## src/rtl/noc_output_port_arbiter.sv

```systemverilog
// Round-robin packet-level allocator for one router output port, with wormhole lock and credit tracking.
// Optional stall watchdog enabled by defining NOC_ARB_WATCHDOG_EN.
module noc_output_port_arbiter #(
  parameter int unsigned NUM_INPUTS = 5,
  parameter int unsigned CREDITS    = 4,
  parameter int unsigned WDT_LIMIT  = 256
) (
  input  logic                           noc_clk,
  input  logic                           noc_rst_n,
  input  logic [NUM_INPUTS-1:0]          request,
  input  logic [NUM_INPUTS-1:0]          end_of_packet,
  input  logic                           flit_fire,
  input  logic                           credit_return,
  output logic [NUM_INPUTS-1:0]          grant,
  output logic [$clog2(NUM_INPUTS)-1:0]  grant_idx,
  output logic                           locked,
  output logic                           flit_allow,
  output logic [$clog2(CREDITS+1)-1:0]   credit_cnt,
  output logic                           credit_err,
  output logic                           wdt_release
);

  localparam int unsigned IDX_W = $clog2(NUM_INPUTS);
  localparam int unsigned CNT_W = $clog2(CREDITS+1);

  typedef enum logic {
    IDLE,
    LOCKED
  } state_t;

  state_t                  state, state_nxt;
  logic [NUM_INPUTS-1:0]   grant_nxt;
  logic [IDX_W-1:0]        grant_idx_nxt;
  logic [IDX_W-1:0]        rr_ptr, rr_ptr_nxt;
  logic [IDX_W-1:0]        winner;
  logic                    found;
  logic                    tail_fire;
  logic                    wdt_hit;
  logic [IDX_W-1:0]        owner_next;
  int unsigned             scan;

  // Scan starts at rr_ptr and wraps; the first requester seen wins.
  always_comb begin
    winner = '0;
    found  = 1'b0;
    scan   = 0;
    for (int unsigned k = 0; k < NUM_INPUTS; k++) begin
      scan = (32'(rr_ptr) + k) % NUM_INPUTS;
      if (!found && request[scan]) begin
        found  = 1'b1;
        winner = IDX_W'(scan);
      end
    end
  end

  assign tail_fire  = flit_fire && end_of_packet[grant_idx];
  assign owner_next = (grant_idx == IDX_W'(NUM_INPUTS-1)) ? '0 : grant_idx + 1'b1;

  always_comb begin
    state_nxt     = state;
    grant_nxt     = grant;
    grant_idx_nxt = grant_idx;
    rr_ptr_nxt    = rr_ptr;
    case (state)
      IDLE: begin
        if (found) begin
          state_nxt     = LOCKED;
          grant_nxt     = NUM_INPUTS'(1) << winner;
          grant_idx_nxt = winner;
        end
      end
      LOCKED: begin
        if (tail_fire || wdt_hit) begin
          state_nxt  = IDLE;
          grant_nxt  = '0;
          rr_ptr_nxt = owner_next;
        end
      end
      default: begin
        state_nxt = IDLE;
        grant_nxt = '0;
      end
    endcase
  end

  always_ff @(posedge noc_clk or negedge noc_rst_n) begin
    if (!noc_rst_n) begin
      state     <= IDLE;
      grant     <= '0;
      grant_idx <= '0;
      rr_ptr    <= '0;
    end else begin
      state     <= state_nxt;
      grant     <= grant_nxt;
      grant_idx <= grant_idx_nxt;
      rr_ptr    <= rr_ptr_nxt;
    end
  end

  assign locked     = (state == LOCKED);
  assign flit_allow = locked && (credit_cnt != '0);

  // Simultaneous fire and return cancel, but a fire at zero is still an error.
  always_ff @(posedge noc_clk or negedge noc_rst_n) begin
    if (!noc_rst_n) begin
      credit_cnt <= CNT_W'(CREDITS);
      credit_err <= 1'b0;
    end else begin
      case ({flit_fire, credit_return})
        2'b10: begin
          if (credit_cnt == '0) credit_err <= 1'b1;
          else                  credit_cnt <= credit_cnt - 1'b1;
        end
        2'b01: begin
          if (credit_cnt == CNT_W'(CREDITS)) credit_err <= 1'b1;
          else                               credit_cnt <= credit_cnt + 1'b1;
        end
        2'b11: begin
          if (credit_cnt == '0) credit_err <= 1'b1;
        end
        default: ;
      endcase
    end
  end

`ifdef NOC_ARB_WATCHDOG_EN
  localparam int unsigned WDT_W = $clog2(WDT_LIMIT+1);

  logic [WDT_W-1:0] wdt_cnt;

  // Fires on the stalled cycle that would bring the count to WDT_LIMIT.
  assign wdt_hit = (state == LOCKED) && !flit_fire && (wdt_cnt == WDT_W'(WDT_LIMIT-1));

  always_ff @(posedge noc_clk or negedge noc_rst_n) begin
    if (!noc_rst_n) begin
      wdt_cnt     <= '0;
      wdt_release <= 1'b0;
    end else begin
      wdt_release <= wdt_hit;
      if (state != LOCKED || flit_fire || wdt_hit) wdt_cnt <= '0;
      else                                         wdt_cnt <= wdt_cnt + 1'b1;
    end
  end
`else
  assign wdt_hit     = 1'b0;
  assign wdt_release = 1'b0;
`endif

endmodule

```

## config.mk

```make
export PLATFORM = sky130hd
export DESIGN_NAME = noc_output_port_arbiter
export DESIGN_NICKNAME = d
export VERILOG_FILES = /design/src/rtl/noc_output_port_arbiter.sv
export SDC_FILE = /design/constraint.sdc
export NUM_CORES = 1
export LEC_CHECK = 0
export BUFFER_PORTS_ARGS = -buffer_cell sky130_fd_sc_hd__buf_2
export CELL_PAD_IN_SITES_DETAIL_PLACEMENT = 1
export CELL_PAD_IN_SITES_GLOBAL_PLACEMENT = 2
export CORE_UTILIZATION = 35
export CTS_CLUSTER_SIZE = 30
export DETAILED_ROUTE_END_ITERATION = 6
export PLACE_DENSITY_LB_ADDON = 0.1
export RECOVER_POWER = 50
export SYNTH_ARGS = -nofsm -noshare
export SYNTH_HDL_FRONTEND = slang
export SYNTH_SLANG_ARGS = --single-unit
```

## constraint.sdc

```tcl
create_clock -name noc_clk -period 6.2 [get_ports noc_clk]
set_clock_uncertainty 0.2 [all_clocks]
set_input_delay 0.93 -clock noc_clk [delete_from_list [all_inputs] [get_ports noc_clk]]
set_output_delay 0.93 -clock noc_clk [all_outputs]
set_load 0.1 [all_outputs]
```

==> impl_metrics.json <==
{
  "run_status": "completed",
  "post_cts.repair.setup_buffers": 0,
  "arrival_ps": 5210,
  "slew-limit-headroom_pct": 22.2,
  "post-dp-hpwl_um": 5540,
  "timing_hold_violations_final": 0,
  "num_vias": 2343,
  "synth_mux_area_share_pct": 6.40,
  "layout_worst_path_cycle_share_pct": 84.7,
  "synth_top_family_by_area": "compound AO/OA/AOI/OAI gates",
  "total_routing_usage_reported_by_global_routing_pct": 20.1,
  "setup_violations": 0,
  "finish.instance_area_um2": 2660,
  "core-area_um2": 6760,
  "synth_edf_count": 0,
  "synthSimpleGateAreaFrac_pct": 24.1,
  "overall_overflow_remaining_after_global_route": 0,
  "timing_worst_setup_path_type": "reg2reg",
  "ctsHoldBuffers": 0,
  "wl_um": 6940,
  "cts_tree": "yes",
  "grt_first_pass_wirelength_um": 12000,
  "synth_xor_area_share_pct": 4.20,
  "drt-pass1-iter-count": 4,
  "buf_inv_on_cp": 3,
  "tightest_slew_ps": 1170,
  "count_of_unique_library_cells_instantiated_by_yosys": 78,
  "number_of_resized_instances_in_the_post_cts_repair_step": 0,
  "h_tree_lvls": 1,
  "detail_route.drc_violations": 0,
  "grt_antenna_before_repair": 0,
  "synth_most_common_cell": "sky130_fd_sc_hd__nand2_1",
  "final.setup.tns_ps": 0,
  "synth_adder_area_share_pct": 13.1,
  "max_freq_mhz": 190,
  "layout-drive-gt1-share_pct": 16.9,
  "clock_tree.buffer_depth": 2,
  "synth.avg_cell_area_um2": 8.15,
  "grt_pass1_vias": 2473,
  "tritoncts.num_buffers": 3,
  "worst_setup_path_end_kind": "register",
  "netlist_instances": 300,
  "grt_setup_unrepaired": "false",
  "worst-endpoint-required_ps": 6160,
  "worst_skew_pair.late_latency_ps": 250,
  "fp-row-count": 30,
  "die_h_um": 85.6,
  "netlist_area_um2": 2440,
  "drt-initial-drc-count": 103,
  "yosys_register_bits": 16,
  "synthesis.nets": 339,
  "drtAntennaViolNets": 0,
  "cts_root_buffer": "sky130_fd_sc_hd__clkbuf_8",
  "layout.nets": 365,
  "setup.worst_path.start_class": "register",
  "min_period_ps": 5250,
  "buffer_ports.inserted": 27,
  "post_synth_main_area_contributors": "sky130_fd_sc_hd__dfrtp_1 (15%), sky130_fd_sc_hd__ha_1 (12%), sky130_fd_sc_hd__a21oi_1 (4.3%), sky130_fd_sc_hd__nand2_1 (4.1%), sky130_fd_sc_hd__mux2i_1 (4.1%)",
  "critical-path-max-stage-delay_ps": 500,
  "layout-area-overhead-vs-synth_pct": 8.81,
  "fp.dieArea_um2": 7320,
  "final_max_slew_viol_count": 0,
  "critical-path-top-cell-by-count": "sky130_fd_sc_hd__ha_1",
  "sink_count": 16,
  "clk_transition_reported_paths_ps": 60,
  "ys_dominant_reg_cell": "sky130_fd_sc_hd__dfrtp_1",
  "antenna-diode-count": 0,
  "horiz_die_dim_um": 85.6,
  "timing.critical_path.fanout_max": 10,
  "num_io_pins": 29,
  "synth_top_area_cell": "sky130_fd_sc_hd__dfrtp_1",
  "avgViaCountPerCell": 5.79,
  "pin_count_of_the_biggest_net_entering_global_routing": 30,
  "synth_compound_area_share_pct": 29.5,
  "num-fill-cells": 842,
  "worst_path_dominant_cell_family": "compound AO/OA/AOI/OAI gates",
  "wl_per_cell_um": 17.1,
  "critical_path.cell_chain": "inv_2, ha_1, inv_1, ha_1, inv_1, ha_1, nor3_1, nor3_1, or2_2, ha_1, nor2b_1, o221ai_1, a21o_2, o211ai_1, a21o_1, or4_1, a21o_1, a31o_2, o31ai_1",
  "yosys-top-cells-count": "sky130_fd_sc_hd__nand2_1 (27), sky130_fd_sc_hd__ha_1 (24), sky130_fd_sc_hd__a21oi_1 (21), sky130_fd_sc_hd__inv_1 (17)",
  "number_of_max_capacitance_violations_reported": 0,
  "finalNonFillerCells": 405,
  "synth_sequential_area_ratio_pct": 16.4,
  "synth_top_area_share_pct": 15.4,
  "dp_cells": 401,
  "worstHoldPathType": "reg2reg",
  "start_util_pct": 36.2,
  "ys_async_rst_share_pct": 100,
  "placed_area_um2": 2620,
  "warning_count_from_the_yosys_run": 0,
  "worst_path_max_delay_cell": "sky130_fd_sc_hd__dfrtp_1",
  "place_congestion": 0.792
}
==> path summary, 6_finish.rpt <==
kind	from	endpoint	slack (ps)	cells past startpoint
max	rr_ptr[1]	grant[2]	950	19
max reg2reg	rr_ptr[1]	grant[2]	950	19
max in group asynchronous	noc_rst_n	credit_cnt[1]	4710	1
min in group asynchronous	noc_rst_n	grant[4]	560	1
min reg2reg	credit_err	credit_err	290	1
min	credit_err	credit_err	290	1
==> final cells by class <==
| class | count | area, um^2 | area share [%] |
|---|---|---|---|
| timing repair buffer | 30 | 148 | 5.55 |
| sequential | 16 | 402 | 15.1 |
| tap | 80 | 100 | 3.76 |
| clock buffer | 4 | 45.0 | 1.69 |
| inverter | 19 | 71.3 | 2.68 |
| multi-input combinational | 256 | 1890 | 71.2 |
==> placed cells by master, fill, tap and decap left out, types with 4 or more instances in the layout <==
master                     count
sky130_fd_sc_hd__o21a_1        6
sky130_fd_sc_hd__buf_2        19
sky130_fd_sc_hd__o21ai_0      12
sky130_fd_sc_hd__nand3_1       9
sky130_fd_sc_hd__nor3_1       11
sky130_fd_sc_hd__inv_1        17
sky130_fd_sc_hd__ha_1         24
sky130_fd_sc_hd__a21oi_1      21
sky130_fd_sc_hd__dfrtp_1      15
sky130_fd_sc_hd__nand2_1      27
sky130_fd_sc_hd__mux2i_1      10
sky130_fd_sc_hd__o22ai_1       4
sky130_fd_sc_hd__xnor2_1       5
sky130_fd_sc_hd__nand3b_1      7
sky130_fd_sc_hd__a21o_1        6
sky130_fd_sc_hd__nor2b_1       4
sky130_fd_sc_hd__o221ai_1      4
sky130_fd_sc_hd__o211ai_1      5
sky130_fd_sc_hd__nor2_1       15
sky130_fd_sc_hd__o31ai_1       8
sky130_fd_sc_hd__clkbuf_1      9
==> registers in the layout, summed over array words and instances (netlist names) <==
signal	cells
credit_cnt	3
rr_ptr	3
grant	5
grant_idx	3
locked	1
credit_err	1
==> metrics by stage <==
stage / hold slack [ps] / setup slack [ps] / utilization, %
global route: 332 / 564 / 39.4
finish: 294 / 946 / 39.4
global placement: 266 / 1180 / 38.8
floorplan: 434 / 1480 / -
CTS: 296 / 947 / 39.5
detailed placement: 269 / 969 / 38.8
==> routing by layer <==
metal	global-route usage, %	wire [um]	vias up
li1	-	-	1178
met1	26.2	3320	1116
met2	35.3	3310	38
met3	1.92	186	11
met4	5.91	117	0
met5	0	0	-
==> logic make-up after synthesis <==
family | count (synthesis)
mux | 14
other cells | 1
simple gates | 105
flops | 16
xor+xnor | 10
fa+ha+maj | 25
buf+inv | 28
compound gates | 101
Power is left out: the tool's default activity adds up to more than one toggle a clock period on the data nets, which glitch-free logic cannot reach.
